[src/rtl/tx_stream_controller_pkg.sv]
// tx_stream_controller_pkg: shared FSM states and image memory map for the UART image path
package tx_stream_controller_pkg;
   typedef enum logic [2:0] {IDLE, RD, WAIT, LOAD, SEND, FINISH} state_t;
   localparam int ADDR_W   = 18;
   localparam int IN_BASE  = 7;
   localparam int OUT_BASE = 65543;
   localparam int IN_SIZE  = 65536;
   localparam int OUT_SIZE = 16257;
endpackage

[src/rtl/tx_stream_controller_if.sv]
// tx_stream_controller_if: BRAM read port plus UART TX handshake seen by the stream controller
interface tx_stream_controller_if #(
   parameter int ADDR_W = tx_stream_controller_pkg::ADDR_W,
   parameter int DATA_W = 8
);
   logic              start;
   logic              mem_rd_en;
   logic [ADDR_W-1:0] mem_addr;
   logic [DATA_W-1:0] mem_dout;
   logic [DATA_W-1:0] tx_data;
   logic              tx_load;
   logic              tx_busy;
   logic              tx_done;
   logic              tx_finish;
   logic [ADDR_W-1:0] byte_count;
   modport master (
      input  start, mem_dout, tx_busy, tx_done,
      output mem_rd_en, mem_addr, tx_data, tx_load, tx_finish, byte_count
   );
   modport slave (
      output start, mem_dout, tx_busy, tx_done,
      input  mem_rd_en, mem_addr, tx_data, tx_load, tx_finish, byte_count
   );
endinterface

[src/rtl/tx_stream_controller.sv]
// tx_stream_controller: streams the output image from BRAM into the UART TX, one byte per handshake
module tx_stream_controller #(
   parameter int ADDR_W    = tx_stream_controller_pkg::ADDR_W,
   parameter int DATA_W    = 8,
   parameter int BASE_ADDR = tx_stream_controller_pkg::OUT_BASE,
   parameter int OUT_SIZE  = tx_stream_controller_pkg::OUT_SIZE,
   parameter int MEM_LAT   = 1
) (
   input logic                    clk,
   input logic                    rst,
   tx_stream_controller_if.master bus
);
   import tx_stream_controller_pkg::*;
   if (longint'(BASE_ADDR) + longint'(OUT_SIZE) > (longint'(1) << ADDR_W)) begin : g_bad_range
      $fatal(1, "tx_stream_controller: BASE_ADDR+OUT_SIZE-1 does not fit in ADDR_W bits");
   end
   if (MEM_LAT < 1 || MEM_LAT > 3) begin : g_bad_lat
      $fatal(1, "tx_stream_controller: MEM_LAT must be 1..3");
   end
   state_t            state;
   logic [1:0]        lat;
   logic [ADDR_W-1:0] next_count;
   assign next_count = bus.byte_count + ADDR_W'(1);
   // FSM: the load strobe is decided one cycle early so a free transmitter is loaded MEM_LAT+1 cycles after RD
   always_ff @(posedge clk) begin
      if (rst) begin
         state          <= IDLE;
         lat            <= '0;
         bus.mem_rd_en  <= 1'b0;
         bus.mem_addr   <= ADDR_W'(BASE_ADDR);
         bus.tx_data    <= DATA_W'(0);
         bus.tx_load    <= 1'b0;
         bus.tx_finish  <= 1'b0;
         bus.byte_count <= '0;
      end else begin
         bus.mem_rd_en <= 1'b0;
         bus.tx_load   <= 1'b0;
         case (state)
            IDLE: if (bus.start) begin
               if (OUT_SIZE == 0) begin
                  state         <= FINISH;
                  bus.tx_finish <= 1'b1;
               end else begin
                  state         <= RD;
                  bus.mem_rd_en <= 1'b1;
                  bus.mem_addr  <= ADDR_W'(BASE_ADDR) + bus.byte_count;
               end
            end
            RD: begin
               state <= WAIT;
               lat   <= '0;
            end
            WAIT: if (lat == 2'(MEM_LAT - 1)) begin
               state       <= LOAD;
               bus.tx_data <= DATA_W'(bus.mem_dout);
               bus.tx_load <= !bus.tx_busy;
            end else begin
               lat <= lat + 2'd1;
            end
            LOAD: if (bus.tx_load) state <= SEND;
                  else bus.tx_load <= !bus.tx_busy;
            SEND: if (bus.tx_done) begin
               bus.byte_count <= next_count;
               if (next_count == ADDR_W'(OUT_SIZE)) begin
                  state         <= FINISH;
                  bus.tx_finish <= 1'b1;
               end else begin
                  state         <= RD;
                  bus.mem_rd_en <= 1'b1;
                  bus.mem_addr  <= ADDR_W'(BASE_ADDR) + next_count;
               end
            end
            FINISH: state <= FINISH;
            default: state <= IDLE;
         endcase
      end
   end
endmodule

[src/flat_wrapper.sv]
// flat-port wrapper written by rule: the top's interface ports become plain ports
module tx_stream_controller_flat import tx_stream_controller_pkg::*;
#(
   parameter int ADDR_W    = tx_stream_controller_pkg::ADDR_W,
   parameter int DATA_W    = 8,
   parameter int BASE_ADDR = tx_stream_controller_pkg::OUT_BASE,
   parameter int OUT_SIZE  = tx_stream_controller_pkg::OUT_SIZE,
   parameter int MEM_LAT   = 1
)
  (clk, rst, bus_start, bus_mem_dout, bus_tx_busy, bus_tx_done, bus_mem_rd_en, bus_mem_addr, bus_tx_data, bus_tx_load, bus_tx_finish, bus_byte_count);
  tx_stream_controller_if #(.ADDR_W(ADDR_W), .DATA_W(DATA_W)) bus_i ();
  input logic clk;
  input logic rst;
  input wire logic [$bits(bus_i.start)-1:0] bus_start;
  input wire logic [$bits(bus_i.mem_dout)-1:0] bus_mem_dout;
  input wire logic [$bits(bus_i.tx_busy)-1:0] bus_tx_busy;
  input wire logic [$bits(bus_i.tx_done)-1:0] bus_tx_done;
  output wire logic [$bits(bus_i.mem_rd_en)-1:0] bus_mem_rd_en;
  output wire logic [$bits(bus_i.mem_addr)-1:0] bus_mem_addr;
  output wire logic [$bits(bus_i.tx_data)-1:0] bus_tx_data;
  output wire logic [$bits(bus_i.tx_load)-1:0] bus_tx_load;
  output wire logic [$bits(bus_i.tx_finish)-1:0] bus_tx_finish;
  output wire logic [$bits(bus_i.byte_count)-1:0] bus_byte_count;
  assign bus_i.start = bus_start;
  assign bus_i.mem_dout = bus_mem_dout;
  assign bus_i.tx_busy = bus_tx_busy;
  assign bus_i.tx_done = bus_tx_done;
  assign bus_mem_rd_en = bus_i.mem_rd_en;
  assign bus_mem_addr = bus_i.mem_addr;
  assign bus_tx_data = bus_i.tx_data;
  assign bus_tx_load = bus_i.tx_load;
  assign bus_tx_finish = bus_i.tx_finish;
  assign bus_byte_count = bus_i.byte_count;
  tx_stream_controller #(.ADDR_W(ADDR_W), .DATA_W(DATA_W), .BASE_ADDR(BASE_ADDR), .OUT_SIZE(OUT_SIZE), .MEM_LAT(MEM_LAT)) u_core (.clk(clk), .rst(rst), .bus(bus_i));
endmodule
[config.mk]
export PLATFORM = sky130hd
export DESIGN_NAME = tx_stream_controller_flat
export DESIGN_NICKNAME = d
export VERILOG_FILES = /design/src/rtl/tx_stream_controller_pkg.sv /design/src/rtl/tx_stream_controller_if.sv /design/src/rtl/tx_stream_controller.sv /design/src/flat_wrapper.sv
export SDC_FILE = /design/constraint.sdc
export NUM_CORES = 1
export LEC_CHECK = 0
export ABC_AREA = 1
export CORE_MARGIN = 2
export CORE_UTILIZATION = 55
export DETAILED_ROUTE_END_ITERATION = 10
export GPL_TIMING_DRIVEN = 0
export PLACE_DENSITY = 0.79
export SYNTH_ARGS = -nofsm -noshare
export SYNTH_HDL_FRONTEND = slang
export SYNTH_SLANG_ARGS = --single-unit
[constraint.sdc]
create_clock -name clk -period 4.2 [get_ports clk]
set_clock_uncertainty 0.2 [all_clocks]
set_input_delay 0.63 -clock clk [delete_from_list [all_inputs] [get_ports clk]]
set_output_delay 0.63 -clock clk [all_outputs]
set_load 0.01 [all_outputs]
# Yosys cells after proc, flatten, opt, wreduce, memory -nomap -nowiden
# Cells that the tools add are included.
# W data, S select, Z words.
totals:
  ff_bits: 52
  word_cells: 54
  in_bits: 13
classes:
  eq_ne: 12
  muxes: 19
  add_sub_neg: 4
  n_reduce_logical: 11
ops:
  columns: ["operator", "count"]
  rows:
  - ["$mux W18", 3]
  - ["$add A17 B18 Y18 const A", 2]
  - ["$pmux W18 S2", 1]
  - ["$add A18 B1 Y18 const B", 1]
  - ["$eq A18 B14 Y1 const B", 1]
  - ["$pmux W3 S6", 1]
  - ["$mux W3", 5]
  - ["$ne A2 B2 Y1 const B", 4]
  - ["$reduce_and A4 Y1", 2]
  - ["$eq A3 B2 Y1 const B", 2]
  - ["$eq A3 B3 Y1 const B", 2]
  - ["$reduce_and A2 Y1", 3]
  - ["$mux W1", 5]
  - ["$ne A2 B1 Y1 const B", 2]
  - ["$pmux W1 S2", 2]
  - ["$pmux W2 S2", 1]
  - ["$reduce_bool A2 Y1", 2]
  - ["$eq A3 B1 Y1 const B", 1]
  - ["$logic_not A3 Y1", 1]
  - ["$reduce_and A3 Y1", 1]
  - ["$add A2 B1 Y2 const B", 1]
  - ["$logic_not A2 Y1", 1]
  - ["$mux W2", 1]
  - ["$logic_not A1 Y1", 1]

# Depth between registers and ports, before layout
# Gate-level depths: netlist of run 1.
depth:
  word_depth: 5
  depth_mapped: 17

# Least setup slack after synthesis of run 1
# Ideal clock, no wire load.
synth_path:
  path_type: "reg-to-reg"
  startpoint: "register u_core.bus.byte_count[0]"
  endpoint: "register u_core.bus.mem_addr[14]"
  n_path_buf: 0
  path_stages_with_launch: 16
  arrival_time_ns: 2.021
  synth_period_minus_slack_ns: 2.336
  t_required_ns: 3.884
  slack_ns: 1.864
  path_cell_list: "dfxtp_1 -> inv_2 -> ha_1 -> nand3b_1 -> nand2_1 -> ha_1 -> nand2_1 -> nand2_1 -> nor2_1 -> nand2_1 -> nor2_2 -> nand3_1 -> nand2_1 -> nand2_1 -> nor2_1 -> nor2_1"
synth_via:
  elab_chain_cells: 5
  word_cells_on_any_way: 10
  cone_classes: "add/sub: 3; eq/ne: 2; mux: 4; reduce/logical: 1"
synth_lines:
  columns: ["element", "line_no", "text"]
  rows:
  - ["from (decl)", "tx_stream_controller_if.sv:18", "output mem_rd_en, mem_addr, tx_data, tx_load, tx_finish, byte_count"]
  - ["from (signal assigned)", "tx_stream_controller.sv:63", "bus.byte_count <= next_count;"]
  - ["$add A18 B1 Y18 *", "tx_stream_controller.sv:23", "assign next_count = bus.byte_count + ADDR_W'(1);"]
  - ["net u_core.next_count[0]", "tx_stream_controller.sv:22", "logic [ADDR_W-1:0] next_count;"]
  - ["$add A17 B18 Y18", "tx_stream_controller.sv:70", "bus.mem_addr <= ADDR_W'(BASE_ADDR) + next_count;"]
  - ["$mux W18", "tx_stream_controller.sv:64", "if (next_count == ADDR_W'(OUT_SIZE)) begin"]
  - ["$mux W18", "tx_stream_controller.sv:62", "SEND: if (bus.tx_done) begin"]
  - ["$pmux W18 S2", "tx_stream_controller.sv:38", "case (state)"]
  - ["to (signal assigned)", "tx_stream_controller.sv:30", "bus.mem_addr <= ADDR_W'(BASE_ADDR);"]
  - ["to (signal assigned)", "tx_stream_controller.sv:46", "bus.mem_addr <= ADDR_W'(BASE_ADDR) + bus.byte_count;"]
  - ["to (signal assigned)", "tx_stream_controller.sv:70", null]
  - ["to (decl)", "tx_stream_controller_if.sv:18", null]
# The timed path passes the listed nets; every way through them passes the cells marked *. The select of a mux whose other input is x is not followed.
# A chain may end at the register's enable or synchronous reset.

# Final worst setup path of run 1
layout_path:
  startpoint: "register u_core.bus.byte_count[0]"
  endpoint: "register u_core.bus.mem_addr[14]"
layout_via:
  elab_chain_cells: 5
  word_cells_on_any_way: 10
  cone_classes: "add/sub: 3; eq/ne: 2; mux: 4; reduce/logical: 1"
layout_lines:
  columns: ["element", "line_no"]
  rows:
  - ["$add A18 B1 Y18", "tx_stream_controller.sv:23"]
  - ["$add A17 B18 Y18", "tx_stream_controller.sv:70"]
  - ["$mux W18", "tx_stream_controller.sv:64"]
  - ["$mux W18", "tx_stream_controller.sv:62"]
  - ["$pmux W18 S2", "tx_stream_controller.sv:38"]
# Several ways; a longest one is shown, not always the timed one. The select of a mux whose other input is x is not followed.

==> summary.txt, run 1 <==
Place
  – Final Wtd Congestion: 0.960
  – Placed Instance Area: 3930 sq um
  – Hpwl dp: 6.76 mm
  – Setup WS pre-CTS: 1.57 ns
  – Dpl cells: 650
  – Number of I/O port buffers: 59

Worst setup path
  – CP Cell Sequence: ha_1 -> nand3_2 -> nor2_1 -> nand3_1 -> nand2_1 -> nand4_1 -> nor2_1 -> nand3_2 -> nand2_2 -> nand2_4 -> buf_6 -> o21ai_0 -> nor2_1
  – Critical Path Max Stage Delay: 0.54 ns
  – R2R Path Start: u_core.bus.byte_count[0]
  – Cell mode on critical path: nor2_1
  – CP max FO: 10
  – Required time of the critical path: 4.21 ns
  – Reg-to-Reg End: u_core.bus.mem_addr[14]
  – Reg2Reg Setup Slack: 1.49 ns
  – CP Capture Type: flip-flop
  – R2R cell count: 13
  – CP max stage cell: dfxtp_1
  – Critical path launch point type: flip-flop
  – Worst EP arrival: 2.72 ns
  – CP Class: reg -> reg

GRT
  – Vias in the first global route: 3199
  – First-pass GRT wire length: 14.7 mm
  – GRT Resource Usage Total: 28.6%
  – Gr ovfl total: 0
  – Initial antenna violation count: 0
  – Largest net degree at the start of global routing: 17

Logic synthesis
  – Sequential element share of the synthesized area: 32.1%
  – Syn_area_per_cell: 6.25 sq um
  – Most frequent cell after synthesis: nand2_1
  – Synth area leader: dfxtp_1
  – Post-synth EDFFs: 0
  – Yosys warns: 0
  – Yosys top cell area share: 32.1%
  – Synthesized area: 3240 sq um
  – Post-Synthesis Cells: 519
  – Async SR Flop Fraction: 0%
  – Distinct cells, synth: 33
  – List of most frequent post-synthesis cells: 135 x nand2_1, 74 x nor2_1, 64 x inv_1
  – Synth top area cells: dfxtp_1 32%, nand2_1 16%, nor2_1 8.6%
  – Synth Register Bits: 52
  – Synthesized Nets: 536
  – Dominant synthesized flop cell: dfxtp_1

Final layout
  – Finished Layout Cells: 658
  – Ratio of cells with drive above 1 in the final layout: 7.51%
  – Diode count: 0
  – Area delta synth->final: 23.9%
  – Final Instance Area: 4020 sq um
  – Post-layout nets: 602

Clocking
  – Maximum root-to-sink buffer count: 2
  – CTS Sinks: 52
  – Hold buffers post-CTS: 0
  – Post-CTS sizing: 0
  – CTS clock-pin slew for the worst setup and hold paths: 0.10 ns
  – CTS tree: done
  – CTS buffer count: 5
  – Root buffer cell: clkbuf_8
  – H-tree Lvls: 2
  – Clk Latency, worst-skew pair: 0.31 ns
  – Setup bufs post-CTS: 0

Power
  – Lkg Pwr: 1.77 nW
  – PwrDens: 422 nW/um^2
  – VDD IR-drop max: 0.000357 V

Die
  – IO Count: 60
  – Full die area: 6530 sq um
  – Row count: 27
  – Starting density of the core: 57.9%
  – DIE HEIGHT: 80.8 um
  – Core Region: 5610 sq um
  – Die X-Extent: 80.8 um

Routing
  – Post-DR vias/cell: 5.33
  – Antenna Nets Post-Route: 0
  – DRC: 0
  – First-pass iteration count of the detailed router: 5
  – Final wirelength: 8.88 mm
  – Via count: 3507
  – Post-DR wirelength/cell: 13.5 um
  – Iter 0 DRT Violations: 188

Hold path
  – Min-delay src: u_core.bus.mem_addr[0]
  – Worst Hold Depth: 2
  – Min-Delay Path Class: reg -> reg
  – Worst hold endpoint: u_core.bus.mem_addr[0]

STA
  – Fin crit share: 64.6%
  – Slew headroom: 60.9%
  – RSZ-0062 raised after global routing: false
  – Setup TNS: 0 ns
  – Final WS setup: 1.49 ns
  – Final setup violation count: 0
  – Smallest hold slack: 0.268 ns
  – Hold Vio Cnt, Final: 0
  – Fmax: 368 MHz
  – Tmin final: 2.71 ns
  – Slew @ Worst Pin: 0.586 ns
  – Final Slew Violations: 0

Outcome
  – Status: completed

Job
  – Maxcap violations: 0
==> power breakdown <==
part	switching (mW)	total (mW)	internal [mW]
Clock	0.176	0.311	0.135
Combinational	0.384	0.711	0.327
Sequential	0.0732	0.674	0.600
==> cell usage in the layout, fill, tap and decap left out, types with 3 or more instances in the layout <==
cell type,count
xor2_1,4
nand2_2,6
o21ai_1,12
nand4_1,10
clkbuf_1,7
and2_1,5
nor2_1,74
ha_1,4
a21oi_1,16
o21ai_0,29
nor2_2,13
xnor2_1,5
nand2_1,135
a211oi_1,3
buf_6,4
dfxtp_1,52
clkbuf_8,6
nand3_1,49
clkdlybuf4s50_1,59
inv_1,64
o211ai_1,7
nor2_4,3
==> logic make-up after synthesis <==
kind of cell / synth area share (%)
AO/OA/AOI/OAI: 12.3
adder cells (fa/ha/maj): 1.54
buffers and inverters: 10.8
flip-flops: 32.1
AND/OR/NAND/NOR: 40.8
XOR/XNOR: 2.43
==> sequential cells by signal, summed over array words and instances (netlist names) <==
register,cells
u_core.bus.mem_rd_en,1
u_core.bus.byte_count,18
u_core.state,3
u_core.bus.tx_load,1
u_core.bus.mem_addr,18
u_core.bus.tx_data,8
u_core.bus.tx_finish,1
u_core.lat,2
==> final cells by class <==
class	instances	area, sq um
buffer	14	91.3
clock buffer	6	82.6
clock inverter	2	13.8
fill	515	1590
inverter	67	258
multi-input combinational	386	1850
sequential	52	1040
tap	72	90.1
timing repair buffer	59	591
==> per-stage QoR <==
stage,util [%],power [mW]
final,71.7,1.70
after CTS,71.7,1.70
after global routing,71.7,1.81
after global placement,70.0,1.37
after detailed placement,70.0,1.39
after floorplan,-,1.11
==> worst max-delay path, delay by kind of cell (launching register included) <==
kind            cells  cell delay, ns
simple gates       10            1.31
compound gates      1            0.15
buf+inv             1            0.15
flops               1            0.54
fa+ha+maj           1            0.28
==> per-layer routing <==
| metal | vias to the layer above | part of all wire [%] | track usage, % |
|---|---|---|---|
| li1 | 1787 | - | - |
| met1 | 1576 | 46 | 38.5 |
| met2 | 137 | 47 | 49.3 |
| met3 | 7 | 6.7 | 2.89 |
| met4 | 0 | 0.80 | 6.78 |
| met5 | - | 0 | 0 |
==> worst max-delay path by stage <==
stage / start / to / slack (ns) / cells past startpoint
5_1_grt: u_core.bus.byte_count[0] / u_core.bus.mem_addr[14] / 1.24 / 14
3_3_place_gp: u_core.bus.byte_count[0] / u_core.bus.mem_addr[14] / 1.61 / 13
4_1_cts: u_core.bus.byte_count[0] / u_core.bus.mem_addr[14] / 1.50 / 13
2_1_floorplan: u_core.bus.byte_count[0] / u_core.bus.mem_addr[14] / 1.86 / 15
3_5_place_dp: u_core.bus.byte_count[0] / u_core.bus.mem_addr[14] / 1.57 / 13
6_report: u_core.bus.byte_count[0] / u_core.bus.mem_addr[14] / 1.49 / 13
(Power assumes the default switching activity.)
==> inputs of run 2 (changes only) <==
--- a/config.mk
+++ b/config.mk
@@ -7,10 +7,10 @@
 export LEC_CHECK = 0
 export ABC_AREA = 1
 export CORE_MARGIN = 2
-export CORE_UTILIZATION = 55
+export CORE_UTILIZATION = 53
 export DETAILED_ROUTE_END_ITERATION = 10
 export GPL_TIMING_DRIVEN = 0
-export PLACE_DENSITY = 0.79
+export PLACE_DENSITY = 0.77
 export SYNTH_ARGS = -nofsm -noshare
 export SYNTH_HDL_FRONTEND = slang
 export SYNTH_SLANG_ARGS = --single-unit
==> constraint.sdc (replaced) <==
create_clock -name clk -period 2.7 [get_ports clk]
set_clock_uncertainty 0.2 [all_clocks]
set_input_delay 0.405 -clock clk [delete_from_list [all_inputs] [get_ports clk]]
set_output_delay 0.405 -clock clk [all_outputs]
set_load 0.01 [all_outputs]
==> run 2 against run 1 <==
  * Wire length grew 0.65%
  * Final area up 1.0%
  * Sequential cell count unchanged
  * Via count is 0.37% higher
  * Count of clock-buffer cells in the layout is 1 lower
  * Critical endpoint unchanged
  * Largest power group unchanged
  * Highest routed layer unchanged
==> summary.txt, run 2 (synthesized netlist as in run 1, its figures left out) <==
Clocking
  – Root buffer cell: clkbuf_8 (unchanged)
  – H-tree Lvls: 2 (unchanged)
  – CTS clock-pin slew for the worst setup and hold paths: 0.10 ns (about the same)
  – Clk Latency, worst-skew pair: 0.32 ns (was 0.31 ns)
  – CTS buffer count: 5 (unchanged)
  – Hold buffers post-CTS: 0 (unchanged)
  – Maximum root-to-sink buffer count: 2 (unchanged)
  – CTS Sinks: 52 (unchanged)
  – CTS tree: done (unchanged)

Die
  – Core Region: 5920 sq um (was 5610 sq um)
  – Die X-Extent: 82.2 um (was 80.8 um)
  – Row count: 28 (was 27)
  – Full die area: 6760 sq um (was 6530 sq um)
  – Starting density of the core: 54.8% (was 57.9%)
  – IO Count: 60 (unchanged)
  – DIE HEIGHT: 82.2 um (was 80.8 um)

Worst setup path
  – Critical path launch point type: flip-flop (unchanged)
  – CP Cell Sequence: nand2_1 -> nor2_2 -> nand3_1 -> nand2_1 -> nand2_1 -> nor2_1 -> nand2_1 -> nor2_2 -> nand3_2 -> nand2_2 -> nand2_4 -> buf_6 -> o21ai_0 -> nor2_1 (was ha_1 -> nand3_2 -> nor2_1 -> nand3_1 -> nand2_1 -> nand4_1 -> nor2_1 -> nand3_2 -> nand2_2 -> nand2_4 -> buf_6 -> o21ai_0 -> nor2_1)
  – CP Class: reg -> reg (unchanged)
  – CP Capture Type: flip-flop (unchanged)
  – CP max FO: 10 (unchanged)
  – CP max stage cell: dfxtp_1 (unchanged)
  – Required time of the critical path: 2.71 ns (was 4.21 ns)
  – Critical Path Max Stage Delay: 0.49 ns (was 0.54 ns)
  – Cell mode on critical path: nand2_1 (was nor2_1)
  – Worst EP arrival: 2.51 ns (was 2.72 ns)
  – CP Buf/Inv Count: 1 (unchanged)
  – Worst path top cell family by delay: simple AND/OR/NAND/NOR gates (unchanged)

STA
  – Setup TNS: 0 ns (unchanged)
  – Hold Vio Cnt, Final: 0 (unchanged)
  – Fin crit share: 92.4% (was 64.6%)
  – Slew @ Worst Pin: 0.620 ns (was 0.586 ns)
  – Fmax: 401 MHz (was 368 MHz)
  – Final setup violation count: 0 (unchanged)
  – RSZ-0062 raised after global routing: false (unchanged)
  – Tmin final: 2.49 ns (was 2.71 ns)
  – Final Slew Violations: 0 (unchanged)
  – Slew headroom: 58.7% (was 60.9%)

Routing
  – Met2 routed WL: 4.10 mm (was 4.15 mm)
  – Final wirelength: 8.94 mm (was 8.88 mm)
  – Via count: 3520 (was 3507)
  – Iter 0 DRT Violations: 179 (was 188)
  – Post-DR vias/cell: 5.33 (about the same)
  – Antenna Nets Post-Route: 0 (unchanged)
  – Met3 wire length: 608 um (was 591 um)
  – DRC: 0 (unchanged)
  – Highest routing layer actually used: met4 (unchanged)
  – Post-DR wirelength/cell: 13.5 um (about the same)
  – WL met1: 4.11 mm (was 4.07 mm)
  – First-pass iteration count of the detailed router: 5 (unchanged)

GRT
  – Largest net degree at the start of global routing: 19 (was 17)
  – GRT Resource Usage Total: 28.1% (was 28.6%)
  – Initial antenna violation count: 0 (unchanged)
  – First-pass GRT wire length: 14.7 mm (about the same)
  – Gr ovfl total: 0 (unchanged)
  – Vias in the first global route: 3167 (was 3199)

Final layout
  – Ratio of cells with drive above 1 in the final layout: 8.53% (was 7.51%)
  – Finished Layout Cells: 661 (was 658)
  – Final Instance Area: 4060 sq um (was 4020 sq um)
  – Commonest non-fill, non-tap cells in the layout: 134 x nand2_1, 71 x nor2_1, 64 x inv_1 (was 135 x nand2_1, 74 x nor2_1, 64 x inv_1)
  – Area delta synth->final: 25.2% (was 23.9%)
  – Final Util: 68.6% (was 71.7%)
  – Post-layout nets: 602 (unchanged)
  – Diode count: 0 (unchanged)
  – Biggest regs: u_core.bus.byte_count x18, u_core.bus.mem_addr x18, u_core.bus.tx_data x8 (unchanged)
  – Commonest non-fill, non-tap cell in the layout: nand2_1 (unchanged)

Power
  – Lkg Pwr: 1.77 nW (about the same)
  – Logic pwr share: 42.1% (was 41.9%)
  – Int Power: 1.63 mW (was 1.06 mW)
  – Switch share: 37.8% (was 37.3%)
  – Total chip power: 2.63 mW (was 1.70 mW)
  – VDD IR-drop max: 0.000516 V (was 0.000357 V)
  – Sequential share of power: 39.8% (was 39.7%)
  – PwrDens: 646 nW/um^2 (was 422 nW/um^2)
  – Switch Pwr: 0.994 mW (was 0.633 mW)
  – Clock Power Share: 18.1% (was 18.3%)

Outcome
  – Status: completed (unchanged)

Place
  – Final Wtd Congestion: 0.921 (was 0.960)
  – Placed Instance Area: 3930 sq um (about the same)
  – Number of I/O port buffers: 59 (unchanged)
  – Dpl cells: 653 (was 650)
  – Hpwl dp: 6.73 mm (was 6.76 mm)

Hold path
  – Min-Delay Path Class: reg -> reg (unchanged)

Job
  – Maxcap violations: 0 (unchanged)
[run 2: changes by cell type in the layout (fill, tap and decap cells not counted), sizes merged]
| cell | change |
|---|---|
| clkinvlp | +1 |
| clkbuf | -1 |
[run 2: worst min-delay path, cell delays in order, from the launching register on]
cell and delay, ns:
dfxtp_1 0.31, inv_1 0.06, a211oi_1 0.06
[run 2: per-layer routing]
| metal | up-vias | GRT usage [%] |
|---|---|---|
| met4 | 0 | 8.67 |
| li1 | 1788 | - |
| met2 | 123 | 46.5 |
| met1 | 1594 | 37.8 |
| met5 | - | 0 |
| met3 | 15 | 3.70 |
[run 2: cell type report]
cell class / count / area (sq um)
plain buffers: 14 / 91.3
clock buffers: 5 / 68.8
clock inverters: 3 / 27.5
fillers: 537 / 1860
inverters: 67 / 258
multi-input cells: 386 / 1890
flip-flops and latches: 52 / 1050
well taps: 75 / 93.8
repair buffers: 59 / 591
[run 2: path summary, 6_finish.rpt]
path	startpoint	to	slack (ns)	depth (start not counted)
worst max register to register	u_core.bus.byte_count[7]	u_core.bus.mem_addr[14]	0.21	14
worst min-delay path	u_core.lat[1]	u_core.lat[1]	0.28	2
worst min register to register	u_core.lat[1]	u_core.lat[1]	0.28	2
worst max-delay path	u_core.bus.byte_count[7]	u_core.bus.mem_addr[14]	0.21	14
[run 2: power groups by stage]
stage / Clock, mW / Combinational, mW / Sequential (mW)
6_report: 0.475 / 1.10 / 1.05
5_1_grt: 0.514 / 1.24 / 1.06
4_1_cts: 0.493 / 1.11 / 1.05
3_5_place_dp: 0 / 1.10 / 1.06
3_3_place_gp: 0 / 1.08 / 1.06
2_1_floorplan: 0 / 0.608 / 1.12
[run 2: timing repair]
| item | 4_1_cts | 5_1_grt |
|---|---|---|
| endpoints found under the setup margin | 0 | 20 |
| gates resized for setup | 0 | 13 |
| endpoints found under the hold margin | 0 | 0 |
| buffers inserted | 0 | 0 |
[run 2: metrics by stage]
stage                     setup slack (ns)  hold WS, ns
after floorplan                      0.364        0.240
final                                0.206        0.276
after CTS                           0.0173        0.276
after detailed placement            0.0884        0.248
after global routing                0.0223        0.311
after global placement              0.0938        0.242
==> inputs of run 3 (changes only) <==
--- a/config.mk
+++ b/config.mk
@@ -11,6 +11,7 @@
 export DETAILED_ROUTE_END_ITERATION = 10
 export GPL_TIMING_DRIVEN = 0
 export PLACE_DENSITY = 0.77
+export SKIP_LAST_GASP = 1
 export SYNTH_ARGS = -nofsm -noshare
 export SYNTH_HDL_FRONTEND = slang
 export SYNTH_SLANG_ARGS = --single-unit
==> results of run 3 <==
No change in the layout: final DEF, timing and power equal those of run 2.
